**src/rtl/four_func_sequencer_pkg.sv**
```systemverilog
// Shared types for the fourFunc request sequencer: FSM state encoding and the
// function codes understood by the fourFunc evaluator.
package four_func_sequencer_pkg;

    localparam int unsigned FuncWidth = 2;

    typedef enum logic [2:0] {
        StIdle     = 3'd0,
        StIssue    = 3'd1,
        StWaitBusy = 3'd2,
        StWaitDone = 3'd3,
        StHold     = 3'd4
    } seq_state_e;

    typedef enum logic [FuncWidth-1:0] {
        FuncCode0 = 2'b00,
        FuncCode1 = 2'b01,
        FuncCode2 = 2'b10,
        FuncCode3 = 2'b11
    } four_func_e;

endpackage

```
**src/rtl/four_func_req_fifo.sv**
```systemverilog
// Request queue in front of the fourFunc issue FSM; power-of-two depth with
// wrapping pointers and an occupancy count, all cleared by synchronous reset.
module four_func_req_fifo #(
    parameter int unsigned Depth    = 4,
    parameter int unsigned PtrWidth = 2,
    parameter int unsigned Width    = 10
) (
    input  logic                clk,
    input  logic                rst,
    input  logic                push,
    input  logic [Width-1:0]    wdata,
    input  logic                pop,
    output logic [Width-1:0]    rdata,
    output logic                full,
    output logic                empty,
    output logic [PtrWidth:0]   count
);

    localparam logic [PtrWidth-1:0] PtrOne    = PtrWidth'(1);
    localparam logic [PtrWidth:0]   CountOne  = (PtrWidth + 1)'(1);
    localparam logic [PtrWidth:0]   CountFull = (PtrWidth + 1)'(Depth);

    logic [Width-1:0]    mem_q [Depth];
    logic [PtrWidth-1:0] wr_ptr_q, rd_ptr_q;
    logic [PtrWidth:0]   count_q;
    logic                do_push, do_pop;

    assign full    = (count_q == CountFull);
    assign empty   = (count_q == '0);
    assign count   = count_q;
    assign rdata   = mem_q[rd_ptr_q];
    // Full refuses a push even when a pop happens in the same cycle.
    assign do_push = push && !full;
    assign do_pop  = pop && !empty;

    always_ff @(posedge clk) begin
        if (rst) begin
            wr_ptr_q <= '0;
            rd_ptr_q <= '0;
            count_q  <= '0;
        end else begin
            if (do_push) begin
                mem_q[wr_ptr_q] <= wdata;
                wr_ptr_q        <= wr_ptr_q + PtrOne;
            end
            if (do_pop) begin
                rd_ptr_q <= rd_ptr_q + PtrOne;
            end
            if (do_push && !do_pop) begin
                count_q <= count_q + CountOne;
            end else if (!do_push && do_pop) begin
                count_q <= count_q - CountOne;
            end
        end
    end

endmodule

```
**src/rtl/four_func_sequencer.sv**
```systemverilog
// Queues {func, x} requests, issues them one at a time to fourFunc with a start
// pulse, and hands each captured result downstream over valid/ready.
module four_func_sequencer
    import four_func_sequencer_pkg::*;
#(
    parameter int unsigned F_WIDTH    = 8,
    parameter int unsigned FIFO_DEPTH = 4,
    parameter int unsigned PTR_WIDTH  = 2
) (
    input  logic                 clk,
    input  logic                 rst,
    input  logic                 in_valid,
    output logic                 in_ready,
    input  logic [FuncWidth-1:0] in_func,
    input  logic [F_WIDTH-1:0]   in_x,
    output logic                 eng_start,
    output logic [FuncWidth-1:0] eng_func,
    output logic [F_WIDTH-1:0]   eng_x,
    input  logic                 eng_busy,
    input  logic [1:0]           eng_ipart,
    input  logic [F_WIDTH-1:0]   eng_fpart,
    output logic                 out_valid,
    input  logic                 out_ready,
    output logic [FuncWidth-1:0] out_func,
    output logic [1:0]           out_ipart,
    output logic [F_WIDTH-1:0]   out_fpart,
    output logic [PTR_WIDTH:0]   pending
);

    localparam int unsigned ReqWidth = FuncWidth + F_WIDTH;

    seq_state_e             state_q, state_d;
    logic                   full, empty, pop, capture;
    logic [ReqWidth-1:0]    head;
    logic [FuncWidth-1:0]   eng_func_q, out_func_q;
    logic [F_WIDTH-1:0]     eng_x_q, out_fpart_q;
    logic [1:0]             out_ipart_q;
    logic                   out_valid_q;

    four_func_req_fifo #(
        .Depth    (FIFO_DEPTH),
        .PtrWidth (PTR_WIDTH),
        .Width    (ReqWidth)
    ) u_fifo (
        .clk   (clk),
        .rst   (rst),
        .push  (in_valid),
        .wdata ({in_func, in_x}),
        .pop   (pop),
        .rdata (head),
        .full  (full),
        .empty (empty),
        .count (pending)
    );

    assign in_ready = !full;

    always_ff @(posedge clk) begin
        if (rst) begin
            state_q <= StIdle;
        end else begin
            state_q <= state_d;
        end
    end

    always_comb begin
        state_d = state_q;
        pop     = 1'b0;
        unique case (state_q)
            StIdle: begin
                if (!empty) begin
                    pop     = 1'b1;
                    state_d = StIssue;
                end
            end
            StIssue:    state_d = StWaitBusy;
            StWaitBusy: if (eng_busy) state_d = StWaitDone;
            StWaitDone: if (!eng_busy) state_d = StHold;
            StHold: begin
                // Issue the next request straight from HOLD to skip an IDLE bubble.
                if (out_ready) begin
                    pop     = !empty;
                    state_d = empty ? StIdle : StIssue;
                end
            end
            default:    state_d = StIdle;
        endcase
    end

    always_comb begin
        eng_start = (state_q == StIssue);
        capture   = (state_q == StWaitDone) && !eng_busy;
    end

    always_ff @(posedge clk) begin
        if (rst) begin
            eng_func_q  <= '0;
            eng_x_q     <= '0;
            out_valid_q <= 1'b0;
            out_func_q  <= '0;
            out_ipart_q <= '0;
            out_fpart_q <= '0;
        end else begin
            if (pop) begin
                {eng_func_q, eng_x_q} <= head;
            end
            if (capture) begin
                out_valid_q <= 1'b1;
                out_func_q  <= eng_func_q;
                out_ipart_q <= eng_ipart;
                out_fpart_q <= eng_fpart;
            end else if (out_valid_q && out_ready) begin
                out_valid_q <= 1'b0;
            end
        end
    end

    assign eng_func  = eng_func_q;
    assign eng_x     = eng_x_q;
    assign out_valid = out_valid_q;
    assign out_func  = out_func_q;
    assign out_ipart = out_ipart_q;
    assign out_fpart = out_fpart_q;

endmodule
```
**config.mk**
```make
export PLATFORM = sky130hd
export DESIGN_NAME = four_func_sequencer
export DESIGN_NICKNAME = d
export VERILOG_FILES = /design/src/rtl/four_func_sequencer_pkg.sv /design/src/rtl/four_func_req_fifo.sv /design/src/rtl/four_func_sequencer.sv
export SDC_FILE = /design/constraint.sdc
export NUM_CORES = 1
export LEC_CHECK = 0
export CAP_MARGIN = 20
export CORE_MARGIN = 1
export CORE_UTILIZATION = 55
export DETAILED_ROUTE_END_ITERATION = 6
export PLACE_DENSITY = 0.86
export SYNTH_ARGS = -nofsm -noshare
export SYNTH_HDL_FRONTEND = slang
export SYNTH_SLANG_ARGS = --single-unit
```
**constraint.sdc**
```tcl
create_clock -name clk -period 3.8 [get_ports clk]
set_input_delay 0.76 -clock clk [delete_from_list [all_inputs] [get_ports clk]]
set_output_delay 0.76 -clock clk [all_outputs]
set_load 0.02 [all_outputs]
```
==> qor.yml, run 1 <==
run_status:
  status: "finished, final reports clean"
placed_design:
  placedCellCount: 329
  dp_slack_ps: 667
  hpwlAfterDp_um: 3370
  port_buffers: 52
  routabilityCongestion: 0.785
  placed_area_um2: 3430
sta:
  hold_viol: 0
  finalCritPeriodShare: 0.733
  slew_viol_final: 0
  setup_viol: 0
  max_freq_ghz: 0.359
  finalWorstSetupSlack_ps: 1010
  max-slew-margin-rel: 0.492
  tightest_slew_ps: 761
  fin_crit_ps: 2790
  rsz0062_at_grt: "no"
  finClkSkew_ps: 9.60
  tns_ps: 0
route:
  vias: 1784
  totalWireLength_um: 5050
  detail_route.wl_per_cell_um: 14.6
  drt_iter0_drc: 90
  via_per_inst: 5.17
  firstDrtPassIters: 4
  drc: 0
  ant_nets: 0
cts:
  postCtsSetupBuffers: 0
  clk_latency_ps: 350
  cts_buffers: 9
  clock-sinks: 73
  ctsRootBufferMaster: "clkbuf_8"
  cts_tree: "built"
  h-tree-depth: 3
  ctsLongestPathBuffers: 2
  cts.repair.resized: 0
  path_clk_slew_ps: 80
  holdBufCountCts: 0
global_routing:
  grt_pass1_wl_um: 7970
  grt_max_degree: 35
  antenna_found_initial: 0
  grtUsageTotal: 0.205
  grt_pass1_vias: 1731
  grt-ovfl-total: 0
final_layout:
  finalNonFillerCells: 345
  diodes: 0
  syn_to_final_growth_pct: 26.8
  stdcell_area_um2: 3650
  final_cell_mix: "clkdlybuf4s50_1 (52), nand2_1 (40), edfxtp_1 (40)"
  nets: 304
  drive_gt1_frac: 0.169
  seq_area_um2: 1860
  nFillCells: 344
  multi_input_area_um2: 930
  final_common_cell: "clkdlybuf4s50_1"
synth:
  synth_area_um2: 2880
  synth_seq_area_share: 0.648
  synth_top_area_frac: 0.418
  synth_area_leaders: "edfxtp_1 (42%), dfxtp_1 (23%), mux4_2 (7.8%)"
  synth_seq_cells: 73
  yosys_warnings: 0
  syn_area_per_cell_um2: 13.1
  yosysTopAreaCell: "edfxtp_1"
  synth_fp_nets: 250
  syn-instance-count: 219
  synth_cell_types: 32
floorplanning:
  fp.dieW_um: 74.3
  initial_core_util: 0.589
  die-area_um2: 5520
  die_h_um: 74.3
  io_pins: 53
  rows: 25
  coreArea_um2: 4880
power_and_ir_drop:
  power_density_nw_per_um2: 668
  p_leak_nw: 1.22
  ir_drop_mv: 0.313
worst_setup_path:
  worstSetupPathType: "in2reg"
  critical_path.startpoint_type: "input port"
  path_max_fanout: 12
  worstSetupEndpointType: "flip-flop"
  worstPathRequired_ps: 4080
  arrival_ps: 3070
min_path:
  holdCritPathClass: "reg2reg"
flow_run:
  drv_cap: 0
-- metal layers --
| layer | global-route usage | wire length [um] | vias to the layer above |
|---|---|---|---|
| li1 | - | - | 883 |
| met1 | 0.238 | 2240 | 837 |
| met2 | 0.342 | 2390 | 53 |
| met3 | 0.0718 | 323 | 11 |
| met4 | 0.101 | 102 | 0 |
| met5 | 0 | 0 | - |
-- power breakdown --
group	internal [mW]	switching (mW)	total (mW)	leakage, nW
combinational	0.358	0.367	0.725	0.483
clock	0.369	0.285	0.654	0.109
sequential	0.937	0.118	1.05	0.632
-- cell families after synthesis --
kind of cell	Yosys count	synth area share
buffers and inverters	16	0.0292
multiplexers	11	0.0818
AND/OR/NAND/NOR	76	0.125
flip-flops	73	0.648
adder cells (fa/ha/maj)	6	0.0287
AO/OA/AOI/OAI	31	0.0696
XOR/XNOR	6	0.0183
-- layout make-up --
type                       count  area share
sequential                    73       0.511
inverter                       6     0.00652
multi-input combinational    130       0.255
tap                           67      0.0230
clock buffer                   9      0.0340
clock inverter                 7      0.0261
timing repair buffer          53       0.145
-- metrics by stage --
stage | hold slack [ps] | power, mW | util
after detailed placement | 446 | 1.80 | 0.702
after global placement | 441 | 1.77 | 0.702
after floorplan | 469 | 1.59 | -
final | 454 | 2.43 | 0.747
after global routing | 473 | 2.57 | 0.747
after CTS | 456 | 2.45 | 0.747
-- sequential cells by signal (all words and copies together), names as in the netlist --
register         count
u_fifo.mem_q        40
eng_x                8
out_fpart            8
state_q              3
u_fifo.count         3
eng_func             2
out_func             2
out_ipart            2
u_fifo.rd_ptr_q      2
u_fifo.wr_ptr_q      2
out_valid            1
-- final timing paths --
check | start | depth (start not counted) | endpoint | slack [ps]
worst max-delay path | out_ready | 10 | u_fifo.count[2]$_SDFFE_PP0P_ | 1010
worst min-delay path | out_fpart[3]$_SDFFE_PP0P_ | 2 | out_fpart[3]$_SDFFE_PP0P_ | 450
worst max register to register | u_fifo.count[0]$_SDFFE_PP0P_ | 9 | u_fifo.count[2]$_SDFFE_PP0P_ | 1310
worst min register to register | out_fpart[3]$_SDFFE_PP0P_ | 2 | out_fpart[3]$_SDFFE_PP0P_ | 450
-- Yosys cell counts --
cell type / count
or3b_1: 1
a21oi_1: 16
nand2_1: 40
a21oi_2: 9
buf_4: 1
nor2_1: 8
buf_2: 2
xnor2_1: 3
or3_1: 2
clkinv_2: 1
a2111oi_0: 1
o31ai_1: 2
nand2_2: 9
and3_4: 1
o21ai_0: 2
o211ai_1: 1
clkbuf_1: 6
inv_1: 5
nand2b_1: 2
nor3_1: 2
nand3_1: 1
xor2_1: 3
fa_1: 1
dfxtp_1: 33
nand4_1: 2
ha_1: 5
mux2i_1: 1
nor2b_1: 3
and2_1: 5
edfxtp_1: 40
buf_12: 1
mux4_2: 10
-- worst max-delay path, stage by stage --
cell and delay [ps]:
clkdlybuf4s50_1 440, nand2b_1 200, and3_4 240, clkinv_2 190, ha_1 220, inv_1 60
fa_1 370, xor2_1 160, or3_1 300, a21oi_1 140
Power figures use the tool's default switching activity.
==> run 2, diff against run 1 <==
CORE_UTILIZATION = 51   (was 55)
PLACE_DENSITY = 0.81   (was 0.86)
clock period = 2.7 ns   (was 3.8 ns; I/O delays follow)
==> run 2 against run 1 <==
  * Wire length is 1.4% higher
  * Power grew 35%
  * Critical path depth unchanged
  * Setup slack worse by 660 ps
  * Final area fell by 0.45%
  * Sequential power up 41%
  * First-iteration DRC count is 29% higher
  * Cell count rose by 1.7%
  * Critical path type unchanged
  * Largest cell class unchanged
  * Highest routed layer unchanged
==> qor.yml, run 2 (synthesized netlist as in run 1, its figures left out) <==
sta:
  rsz0062_at_grt: "no"
  finClkSkew_ps: 6.88
  slew_viol_final: 0
  tns_ps: 0
  hold_viol: 0
  finalWorstSetupSlack_ps: 359
  setup_viol: 0
  max_freq_ghz: 0.427
  tightest_slew_ps: 691
  max-slew-margin-rel: 0.539
  fin_crit_ps: 2340
  finalCritPeriodShare: 0.867
final_layout:
  seq_area_um2: 1860
  largest_reg_flops: 40
  drive_gt1_frac: 0.178
  nFillCells: 382
  regMostFlops: "u_fifo.mem_q"
  syn_to_final_growth_pct: 26.2
  nets: 308
  final_cell_mix: "clkdlybuf4s50_1 (52), nand2_1 (40), edfxtp_1 (40)"
  final_common_cell: "clkdlybuf4s50_1"
  stdcell_area_um2: 3630
  diodes: 0
  multi_input_area_um2: 930
placed_design:
  hpwlAfterDp_um: 3430
  port_buffers: 52
  routabilityCongestion: 0.728
  dp_slack_ps: 17.6
  placed_area_um2: 3460
floorplanning:
  coreArea_um2: 5270
  fp.dieW_um: 77.1
  die-area_um2: 5940
  initial_core_util: 0.546
  rows: 26
  die_h_um: 77.1
  io_pins: 53
route:
  via_per_inst: 5.17
  vias: 1814
  drt_iter0_drc: 116
  firstDrtPassIters: 4
  drc: 0
  ant_nets: 0
  detail_route.wl_per_cell_um: 14.6
  totalWireLength_um: 5120
cts:
  path_clk_slew_ps: 70
  clk_latency_ps: 350
  holdBufCountCts: 0
  cts_tree: "built"
  ctsLongestPathBuffers: 2
  cts.repair.resized: 0
  ctsRootBufferMaster: "clkbuf_8"
  h-tree-depth: 3
  clock-sinks: 73
  postCtsSetupBuffers: 0
  cts_buffers: 9
power_and_ir_drop:
  p_leak_nw: 1.21
  pwr-share-clk: 0.225
  swShare: 0.335
  comb_power_share: 0.326
  p_int_mw: 2.19
  ir_drop_mv: 0.426
  pwr-share-seq: 0.450
  p_sw_mw: 1.10
  power_density_nw_per_um2: 907
min_path:
  holdCritPathClass: "reg2reg"
worst_setup_path:
  worstSetupEndpointType: "flip-flop"
  path_max_fanout: 3
  rrSetupSlack_ps: 420
  arrival_ps: 2620
  worstSetupPathType: "in2reg"
  critical_path.startpoint_type: "input port"
  worstPathRequired_ps: 2980
run_status:
  status: "finished, final reports clean"
global_routing:
  grtUsageTotal: 0.192
  grt_max_degree: 35
  antenna_found_initial: 0
  grt-ovfl-total: 0
  grt_pass1_wl_um: 8360
  grt_pass1_vias: 1801
flow_run:
  drv_cap: 0
-- run 2: cell types whose count changed in the layout (fill, tap and decap cells not counted) --
cell	change
clkinvlp_4	+2
clkinv_2	-1
clkinv_4	-1
inv_6	+1
buf_4	+4
bufinv_16	-2
-- run 2: area by class of cell --
cell class              count  area share
flip-flops and latches     73       0.513
multi-input cells         130       0.256
repair buffers             57       0.154
clock buffers               9      0.0341
well taps                  70      0.0241
clock inverters             6      0.0124
inverters                   6     0.00655
-- run 2: metrics by stage --
step | util | total power, mW | hold WS, ps | std cells
5_1_grt | 0.689 | 3.48 | 474 | 351
2_1_floorplan | - | 2.24 | 469 | 219
3_5_place_dp | 0.657 | 2.58 | 446 | 336
4_1_cts | 0.689 | 3.32 | 457 | 351
6_report | 0.689 | 3.29 | 457 | 351
3_3_place_gp | 0.657 | 2.54 | 441 | 336
-- run 2: routing by layer --
metal	wire length [um]	up-vias	GRT usage
li1	-	886	-
met1	2240	863	0.225
met2	2480	56	0.316
met3	298	9	0.0679
met4	106	0	0.0906
met5	0	-	0
-- run 2: power by group through the flow --
stage / combinational [mW] / sequential, mW / clock, mW
after floorplan: 0.708 / 1.53 / 0
after global placement: 1.04 / 1.50 / 0
after detailed placement: 1.07 / 1.51 / 0
after CTS: 1.08 / 1.49 / 0.755
after global routing: 1.17 / 1.51 / 0.809
final: 1.07 / 1.48 / 0.740
-- run 2: worst max-delay path, stage by stage --
cell	delay, ps
clkdlybuf4s50_1	440
nand2b_1	180
and3_4	190
clkinv_2	50
ha_1	170
inv_1	60
fa_1	370
xor2_1	160
or3_1	300
a21oi_1	150
-- run 2: path summary, 6_finish.rpt --
check                                from                            to  cells past startpoint
min reg2reg      out_func[1]$_SDFFE_PP0P_      out_func[1]$_SDFFE_PP0P_                      2
min              out_func[1]$_SDFFE_PP0P_      out_func[1]$_SDFFE_PP0P_                      2
max                             out_ready  u_fifo.count[2]$_SDFFE_PP0P_                     10
max reg2reg  u_fifo.count[0]$_SDFFE_PP0P_  u_fifo.count[2]$_SDFFE_PP0P_                      9
